### src/rtl/ntt_stage_sched_if.sv
// Purpose: bundles the NTT scheduler's control handshake and RAM/ROM/PE address strobes.
// Latency: none, wires only.
// Backpressure: host drives hold to stall butterfly issue; there is no ready path back.
interface ntt_stage_sched_if #(
  parameter int LOGN = 8
);
  logic            start;
  logic            hold;
  logic            busy;
  logic            done;
  logic [LOGN-1:0] stage_o;
  logic            rd_en;
  logic [LOGN-1:0] rd_addr_top;
  logic [LOGN-1:0] rd_addr_bot;
  logic [LOGN-2:0] tw_addr;
  logic            wr_en;
  logic [LOGN-1:0] wr_addr_top;
  logic [LOGN-1:0] wr_addr_bot;

  // Scheduler side
  modport master (
    input  start, hold,
    output busy, done, stage_o,
    output rd_en, rd_addr_top, rd_addr_bot, tw_addr,
    output wr_en, wr_addr_top, wr_addr_bot
  );

  // Controller / memory side
  modport slave (
    output start, hold,
    input  busy, done, stage_o,
    input  rd_en, rd_addr_top, rd_addr_bot, tw_addr,
    input  wr_en, wr_addr_top, wr_addr_bot
  );
endinterface

### src/rtl/ntt_stage_sched.sv
// Purpose: sequences an in-place radix-2 Cooley-Tukey NTT: read/twiddle/write-back addresses per butterfly.
// Latency: issue is combinational; write-back strobes trail issue by PE_LAT cycles; done one cycle after last write.
// Backpressure: hold stalls issue in RUN (bubbles flow down the write pipe); drain of PE_LAT cycles between stages.
module ntt_stage_sched #(
  parameter int LOGN   = 8,
  parameter int PE_LAT = 3
) (
  input  logic               clk,
  input  logic               reset,
  ntt_stage_sched_if.master  bus
);

  localparam int JW = LOGN - 1;
  localparam int CW = $clog2(PE_LAT + 1);
  localparam logic [LOGN-1:0] S_MAX = LOGN'(LOGN - 1);

  typedef enum logic [1:0] {
    IDLE  = 2'd0,
    RUN   = 2'd1,
    DRAIN = 2'd2
  } state_t;

  state_t          state;
  state_t          state_nxt;
  logic [LOGN-1:0] s;
  logic [JW-1:0]   j;
  logic [CW-1:0]   dcnt;
  logic            issue;
  logic            j_last;
  logic            s_last;
  logic            drain_end;
  logic            done_q;

  logic [LOGN-1:0] jx;
  logic [JW-1:0]   mask;
  logic [JW-1:0]   k;
  logic [LOGN-1:0] top;
  logic [LOGN-1:0] bot;
  logic [JW-1:0]   twj;

  // Write-back delay line: one slot per cycle of read + PE latency
  logic [PE_LAT-1:0] pv;
  logic [LOGN-1:0]   pt [PE_LAT];
  logic [LOGN-1:0]   pb [PE_LAT];

  assign j_last    = (j == {JW{1'b1}});
  assign s_last    = (s == S_MAX);
  assign drain_end = (dcnt == CW'(PE_LAT - 1));

  // Next-state and issue decode; hold only matters while issuing
  always_comb begin
    state_nxt = state;
    issue     = 1'b0;
    case (state)
      IDLE: begin
        if (bus.start) state_nxt = RUN;
      end
      RUN: begin
        issue = !bus.hold;
        if (issue && j_last) state_nxt = DRAIN;
      end
      DRAIN: begin
        if (drain_end) state_nxt = s_last ? IDLE : RUN;
      end
      default: state_nxt = IDLE;
    endcase
  end

  // State register
  always_ff @(posedge clk) begin
    if (reset) state <= IDLE;
    else       state <= state_nxt;
  end

  // Stage index, butterfly index and drain counter; j wraps to 0 on the last issue
  always_ff @(posedge clk) begin
    if (reset) begin
      s    <= '0;
      j    <= '0;
      dcnt <= '0;
    end else begin
      case (state)
        IDLE: begin
          s    <= '0;
          j    <= '0;
          dcnt <= '0;
        end
        RUN: begin
          if (issue) j <= j + 1'b1;
          dcnt <= '0;
        end
        DRAIN: begin
          if (drain_end) begin
            dcnt <= '0;
            s    <= s_last ? '0 : s + 1'b1;
          end else begin
            dcnt <= dcnt + 1'b1;
          end
        end
        default: begin
          dcnt <= '0;
        end
      endcase
    end
  end

  // Butterfly address math: insert a zero at bit s of j for top, set it for bot.
  // The mask is formed in JW bits so that s = LOGN-1 overflows 1<<s to 0 and yields all ones.
  always_comb begin
    jx   = {1'b0, j};
    mask = (JW'(1) << s) - JW'(1);
    k    = j & mask;
    top  = ((jx >> s) << (s + 1'b1)) | {1'b0, k};
    bot  = top | (LOGN'(1) << s);
    twj  = k << (S_MAX - s);
  end

  assign bus.rd_en       = issue;
  assign bus.rd_addr_top = issue ? top : '0;
  assign bus.rd_addr_bot = issue ? bot : '0;
  assign bus.tw_addr     = issue ? twj : '0;
  assign bus.busy        = (state == RUN) || (state == DRAIN);
  assign bus.stage_o     = s;
  assign bus.done        = done_q;

  // Shift issue strobe and gated addresses down the write-back pipe
  always_ff @(posedge clk) begin
    if (reset) begin
      pv <= '0;
      for (int i = 0; i < PE_LAT; i++) begin
        pt[i] <= '0;
        pb[i] <= '0;
      end
    end else begin
      pv[0] <= issue;
      pt[0] <= bus.rd_addr_top;
      pb[0] <= bus.rd_addr_bot;
      for (int i = 1; i < PE_LAT; i++) begin
        pv[i] <= pv[i-1];
        pt[i] <= pt[i-1];
        pb[i] <= pb[i-1];
      end
    end
  end

  assign bus.wr_en       = pv[PE_LAT-1];
  assign bus.wr_addr_top = pt[PE_LAT-1];
  assign bus.wr_addr_bot = pb[PE_LAT-1];

  // Done pulses on the cycle after the final drain cycle of the last stage
  always_ff @(posedge clk) begin
    if (reset) done_q <= 1'b0;
    else       done_q <= (state == DRAIN) && drain_end && s_last;
  end

endmodule

### src/flat_wrapper.sv
// flat-port wrapper written by rule: the top's interface ports become plain ports
module ntt_stage_sched_flat 
#(
  parameter int LOGN   = 8,
  parameter int PE_LAT = 3
)
  (clk, reset, bus_start, bus_hold, bus_busy, bus_done, bus_stage_o, bus_rd_en, bus_rd_addr_top, bus_rd_addr_bot, bus_tw_addr, bus_wr_en, bus_wr_addr_top, bus_wr_addr_bot);
  ntt_stage_sched_if #(.LOGN(LOGN)) bus_i ();
  input  logic clk;
  input  logic reset;
  input wire logic [$bits(bus_i.start)-1:0] bus_start;
  input wire logic [$bits(bus_i.hold)-1:0] bus_hold;
  output wire logic [$bits(bus_i.busy)-1:0] bus_busy;
  output wire logic [$bits(bus_i.done)-1:0] bus_done;
  output wire logic [$bits(bus_i.stage_o)-1:0] bus_stage_o;
  output wire logic [$bits(bus_i.rd_en)-1:0] bus_rd_en;
  output wire logic [$bits(bus_i.rd_addr_top)-1:0] bus_rd_addr_top;
  output wire logic [$bits(bus_i.rd_addr_bot)-1:0] bus_rd_addr_bot;
  output wire logic [$bits(bus_i.tw_addr)-1:0] bus_tw_addr;
  output wire logic [$bits(bus_i.wr_en)-1:0] bus_wr_en;
  output wire logic [$bits(bus_i.wr_addr_top)-1:0] bus_wr_addr_top;
  output wire logic [$bits(bus_i.wr_addr_bot)-1:0] bus_wr_addr_bot;
  assign bus_i.start = bus_start;
  assign bus_i.hold = bus_hold;
  assign bus_busy = bus_i.busy;
  assign bus_done = bus_i.done;
  assign bus_stage_o = bus_i.stage_o;
  assign bus_rd_en = bus_i.rd_en;
  assign bus_rd_addr_top = bus_i.rd_addr_top;
  assign bus_rd_addr_bot = bus_i.rd_addr_bot;
  assign bus_tw_addr = bus_i.tw_addr;
  assign bus_wr_en = bus_i.wr_en;
  assign bus_wr_addr_top = bus_i.wr_addr_top;
  assign bus_wr_addr_bot = bus_i.wr_addr_bot;
  ntt_stage_sched #(.LOGN(LOGN), .PE_LAT(PE_LAT)) u_core (.clk(clk), .reset(reset), .bus(bus_i));
endmodule
### config.mk
export PLATFORM = sky130hd
export DESIGN_NAME = ntt_stage_sched_flat
export DESIGN_NICKNAME = d
export VERILOG_FILES = /design/src/rtl/ntt_stage_sched_if.sv /design/src/rtl/ntt_stage_sched.sv /design/src/flat_wrapper.sv
export SDC_FILE = /design/constraint.sdc
export NUM_CORES = 1
export LEC_CHECK = 0
export CORE_ASPECT_RATIO = 0.7
export CORE_MARGIN = 2
export CORE_UTILIZATION = 50
export DETAILED_ROUTE_END_ITERATION = 8
export PLACE_DENSITY = 0.89
export SYNTH_ARGS = -nofsm -noshare
export SYNTH_HDL_FRONTEND = slang
export SYNTH_SLANG_ARGS = --single-unit
export TNS_END_PERCENT = 10
### constraint.sdc
create_clock -name clk -period 3.1 [get_ports clk]
set_input_delay 0.62 -clock clk [delete_from_list [all_inputs] [get_ports clk]]
set_output_delay 0.62 -clock clk [all_outputs]
set_load 0.02 [all_outputs]
[Word level (Yosys, flattened, before mapping)]
Memories as Yosys holds them, arrays and structs flattened.
Cells that the tools add are included.
Operators by class
  bitwise gates (word level): 10
  reductions and logical operators: 12
  $add $sub $neg: 5
  equal/unequal tests: 9
  mux-type cells: 23
  shift-type cells: 5
Operators by type and width (count)
  8-bit two-way mux: 10
  8-bit one-hot mux with 2 select lines: 1
  7-bit two-way mux: 2
  7-bit one-hot mux with 2 select lines: 1
  8-bit by 1-bit adder with 8-bit output, second input constant: 1
  8-bit by 3-bit == test with 1-bit output, second input constant: 1
  8-bit by 7-bit OR with 8-bit output: 1
  8-bit OR: 1
  1-bit by 8-bit << shifter with 7-bit output, first input constant: 1
  1-bit by 8-bit << shifter with 8-bit output, first input constant: 1
  7-bit by 8-bit << shifter with 7-bit output: 1
  8-bit by 8-bit << shifter with 8-bit output: 1
  7-bit by 8-bit >> shifter with 8-bit output: 1
  3-bit by 8-bit subtractor with 8-bit output, first input constant: 1
  7-bit by 1-bit adder with 7-bit output, second input constant: 1
  7-bit bitwise AND: 1
  7-bit == test, second input constant: 1
  7-bit by 2-bit subtractor with 7-bit output, second input constant: 1
  2-bit two-way mux: 3
  2-bit by 1-bit inequality test with 1-bit output, second input constant: 3
  1-bit OR: 6
  2-bit one-hot mux with 3 select lines: 1
  1-bit two-way mux: 5
  2-bit == test, second input constant: 2
  other kinds (12): 16
Storage, ports and cells
  bits in registers: 23
  output and inout bits: 51
  logic and storage cells: 72
  RAM bits: 48
  memories kept: 2
Memories
  u_core.pb: words 3, bits a word 8, read ports 3, clocked after memory_dff 0, write ports 3, line ntt_stage_sched.sv:44  | logic [LOGN-1:0] pb [PE_LAT];
  u_core.pt: words 3, bits a word 8, read ports 3, clocked after memory_dff 0, write ports 3, line ntt_stage_sched.sv:43  | logic [LOGN-1:0] pt [PE_LAT];

[Depth between registers and ports, before layout]
  depth in word-level cells: 7
  depth in mapped cells: 12
  depth with buffers taken out: 10

[Worst setup path after synthesis]
No wires, ideal clock.
  kind: register to output
  from: register u_core.s[0] (netlist: u_core.bus.stage_o[0])
  to: output port bus_tw_addr[5]
  required time: 2.480 ns
  path buffers: 3
  stages on the path, launching flop included: 13
  arrival: 2.940 ns
  slack: -0.460 ns
  cell sequence: dfxtp_1 buf_2 clkbuf_1 inv_1 clkbuf_1 nand2_1 ha_1 inv_1 a41oi_1 mux2_4 nand2_2 o311ai_2 o21a_1
Between the ends
  word-level cells in the longest chain between the ends: 5
  elaborated cells on any way between the ends: 6
RTL lines
  start: declaration: line ntt_stage_sched.sv:25  | logic [LOGN-1:0] s;
  start signal: assignment: line ntt_stage_sched.sv:95  | s <= s_last ? '0 : s + 1'b1;
  1-bit by 8-bit << shifter with 7-bit output: line ntt_stage_sched.sv:111  | mask = (JW'(1) << s) - JW'(1);
  7-bit by 2-bit subtractor with 7-bit output: line ntt_stage_sched.sv:111
  7-bit bitwise AND: line ntt_stage_sched.sv:112  | k = j & mask;
  7-bit by 8-bit << shifter with 7-bit output (*): line ntt_stage_sched.sv:115  | twj = k << (S_MAX - s);
  7-bit two-way mux (*): line ntt_stage_sched.sv:121  | assign bus.tw_addr = issue ? twj : '0;
  end: declaration: line flat_wrapper.sv:19  | output wire logic [$bits(bus_i.tw_addr)-1:0] bus_tw_addr;
Mark *: on every way between the ends. The rest lies on a longest branch, timed or not.

[Final worst setup path]
  from: register u_core.s[4] (netlist: u_core.bus.stage_o[4])
  to: output port bus_tw_addr[5]
Same word-level chain as after synthesis.

==> results by group <==
Yosys
  • Post-synth EDFFs: 0
  • Register bit total from synthesis: 71
  • Commonest register cell after synthesis: dfxtp_1
  • Area leader, netlist: dfxtp_1
  • Syn Area/Cell: 8.14 µm²
  • Sequential area share after synthesis: 0.357
  • Synth cell types: 66
  • Syn Nets: 503
  • Async set-or-reset flop fraction in the synthesized netlist: 0
  • Syn Std Cell Area: 0.00398 mm²
  • Synth warn: 0
  • Mapped Cells: 489
  • Area share of the largest cell type after synthesis: 0.357
  • Area contributors post-synth: dfxtp_1, nor2b_1, a21oi_1

CTS
  • Sinks on the clock net: 71
  • Root buffer cell: clkbuf_16
  • Clk slew on worst S/H paths: 60 ps
  • Longest Clk Path Bufs: 2
  • # H-tree levels: 3
  • Total CTS buffers: 9
  • Cts hold-fix bufs: 0
  • Clock latency on the worst-skew pair: 340 ps
  • CTS tree: built

Timing
  • Worst slew pin tran: 697 ps
  • Final Hold Viols: 0
  • Slew HR: 0.536
  • Final setup viols: 22
  • FMAX: 0.300 GHz
  • Max Clock Skew: 11.4 ps
  • Unrepaired setup endpoints after global routing: true
  • Max Slew Vio Count: 0
  • Min Tclk post-route: 3330 ps
  • Period utilization: 1.07
  • Final Worst Setup Slack: -232 ps
  • Setup_tns: -2740 ps

Route
  • Detailed-route DRC error count: 0
  • Pre-Repair DR Iteration Count: 6
  • DRT Wirelength: 13,700 µm
  • Number of DRC markers in iteration 0: 548
  • Via count: 4,301
  • DR vias/cell: 6.02
  • Routed Antenna Nets: 0
  • Drt wl/cell: 19.1 µm

Floorplan
  • Core area: 0.00780 mm²
  • # rows: 27
  • Die height: 78.7 µm
  • IO Pins: 55
  • Die span in x: 111 µm
  • Initial Util: 0.510
  • Die area: 0.00871 mm²

Setup path
  • Setup crit end kind: output port
  • Setup Crit Path Kind: register to output port
  • Crit path DAT: 2710 ps
  • Worst Reg2Reg Path Length in Cells: 10
  • Crit path launch type: register
  • Worst Path Max Fanout: 4
  • Critical Path RT: 2480 ps

Run
  • MaxCap Viol Count: 0

Global routing
  • Vias in the first global route: 3,858
  • GRT Util Overall: 0.294
  • Initial antenna violation count: 0
  • Largest net degree at the start of global routing: 55
  • First-pass GRT wire length: 20,300 µm
  • GRT Residual Overflow: 0

Layout
  • Diodes inserted: 0
  • Fin nets: 622
  • Area grow syn2layout: 43.3%
  • Most common library cell in the layout ignoring fill and taps: buf_4
  • Fin util: 0.731
  • Commonest non-fill, non-tap cells in the layout: buf_4, dfxtp_1, nor2_1
  • Share of cells above drive strength 1: 0.346

Placed design
  • IO buf count: 54
  • Post-DP HPWL: 8890 µm
  • RePlAce Congestion: 0.962

Worst hold path
  • Worst hold path type: register to register
  • Worst hold stages: 1

Outcome
  • Outcome: finished with violations
  • Failing checks: negative setup slack

Power and ir drop
  • P_leak: 2.23 nW
  • Max VDD drop: 258 µV
  • PwrDens: 379 mW/mm²
-- state kept, by name, summed over array words and instances (netlist names) --
name	cells
u_core.j	7
u_core.pb	24
u_core.pt	24
u_core.dcnt	2
u_core.state	2
u_core.pv	3
u_core.bus.done	1
u_core.bus.stage_o	8
-- through the flow --
stage                     setup WS (ps)  instances  cell area (µm²)  power, mW  hold slack, ps
final                              -232        714             5710       2.16             420
after global routing               -330        714             5710       2.21             448
after CTS                          -264        706             5540       2.15             424
after detailed placement           -307        685             5130       1.08             416
after global placement             -259        685             5130       1.08             408
after floorplan                   -29.1        489             4050       1.03             401
-- Yosys cell counts, types with 6 or more instances --
| library cell | number |
|---|---|
| a22oi_1 | 6 |
| nand4_1 | 7 |
| a31oi_1 | 6 |
| xnor2_1 | 7 |
| ha_1 | 10 |
| nor2_1 | 47 |
| buf_4 | 17 |
| nor2b_1 | 37 |
| dfxtp_1 | 71 |
| nor3_1 | 20 |
| nand3b_1 | 6 |
| nand2_1 | 25 |
| nor4_1 | 7 |
| o211ai_1 | 6 |
| clkbuf_1 | 27 |
| a211oi_1 | 6 |
| and3_1 | 7 |
| nand2b_1 | 10 |
| buf_2 | 7 |
| o21ai_0 | 19 |
| a21oi_1 | 37 |
| mux2i_1 | 9 |
| inv_1 | 12 |
| nand3_1 | 22 |
-- worst max-delay path: stages (launching register included) --
cell      delay (ps)
dfxtp_4          340
or4_4            560
nor3_4           210
nand2_2          110
ha_4             200
inv_4             70
a41oi_4           40
mux2_4           320
nand2_4           80
o311ai_4          80
o21a_2           220
buf_6            120
-- layout make-up --
| type | instances | area [µm²] |
|---|---|---|
| Inverter | 15 | 58.8 |
| Multi-Input combinational cell | 347 | 2470 |
| Sequential cell | 71 | 1430 |
| Clock buffer | 9 | 225 |
| Clock inverter | 7 | 85.1 |
| Timing Repair Buffer | 164 | 1310 |
| Tap cell | 101 | 126 |
| Fill cell | 543 | 2100 |
-- path summary, 6_finish.rpt --
check	from	to	slack [ps]
hold / removal	u_core.dcnt[0]	u_core.dcnt[0]	420
setup / recovery	u_core.bus.stage_o[4]	bus_tw_addr[5]	-230
hold reg to reg	u_core.dcnt[0]	u_core.dcnt[0]	420
setup reg to reg	u_core.bus.stage_o[4]	u_core.pt[0][6]	680
-- kinds of logic (layout without fill, tap and decap cells) --
kind of cell,after synthesis,in the layout,synth area share
xor gates and xnor gates,9,9,0.0198
buffers and inverters,71,195,0.0889
adders and majority gates,10,10,0.0314
and+or+nand+nor,208,208,0.286
muxes,11,11,0.0292
AOI/OAI and AO/OA,109,109,0.188
DFF,71,71,0.357
-- layer usage --
layer / GRT usage / up-vias / share of wire
li1: - / 1949 / -
met1: 0.381 / 2005 / 0.40
met2: 0.467 / 301 / 0.45
met3: 0.0888 / 46 / 0.12
met4: 0.108 / 0 / 0.030
met5: 0 / - / 0
-- power by group --
| part | internal (mW) | switching [mW] |
|---|---|---|
| logic | 0.0531 | 0.104 |
| clock network | 0.640 | 0.443 |
| registers | 0.917 | 0.00458 |
| total | 1.61 | 0.551 |
-- timing repair --
action	CTS	global route
gates resized for setup	124	34
endpoints found under the setup margin	23	24
cloned	0	0
buffers inserted	5	8
endpoints found under the hold margin	0	0
pin swaps	14	16
Note: power is estimated with default switching activity, not from simulation.
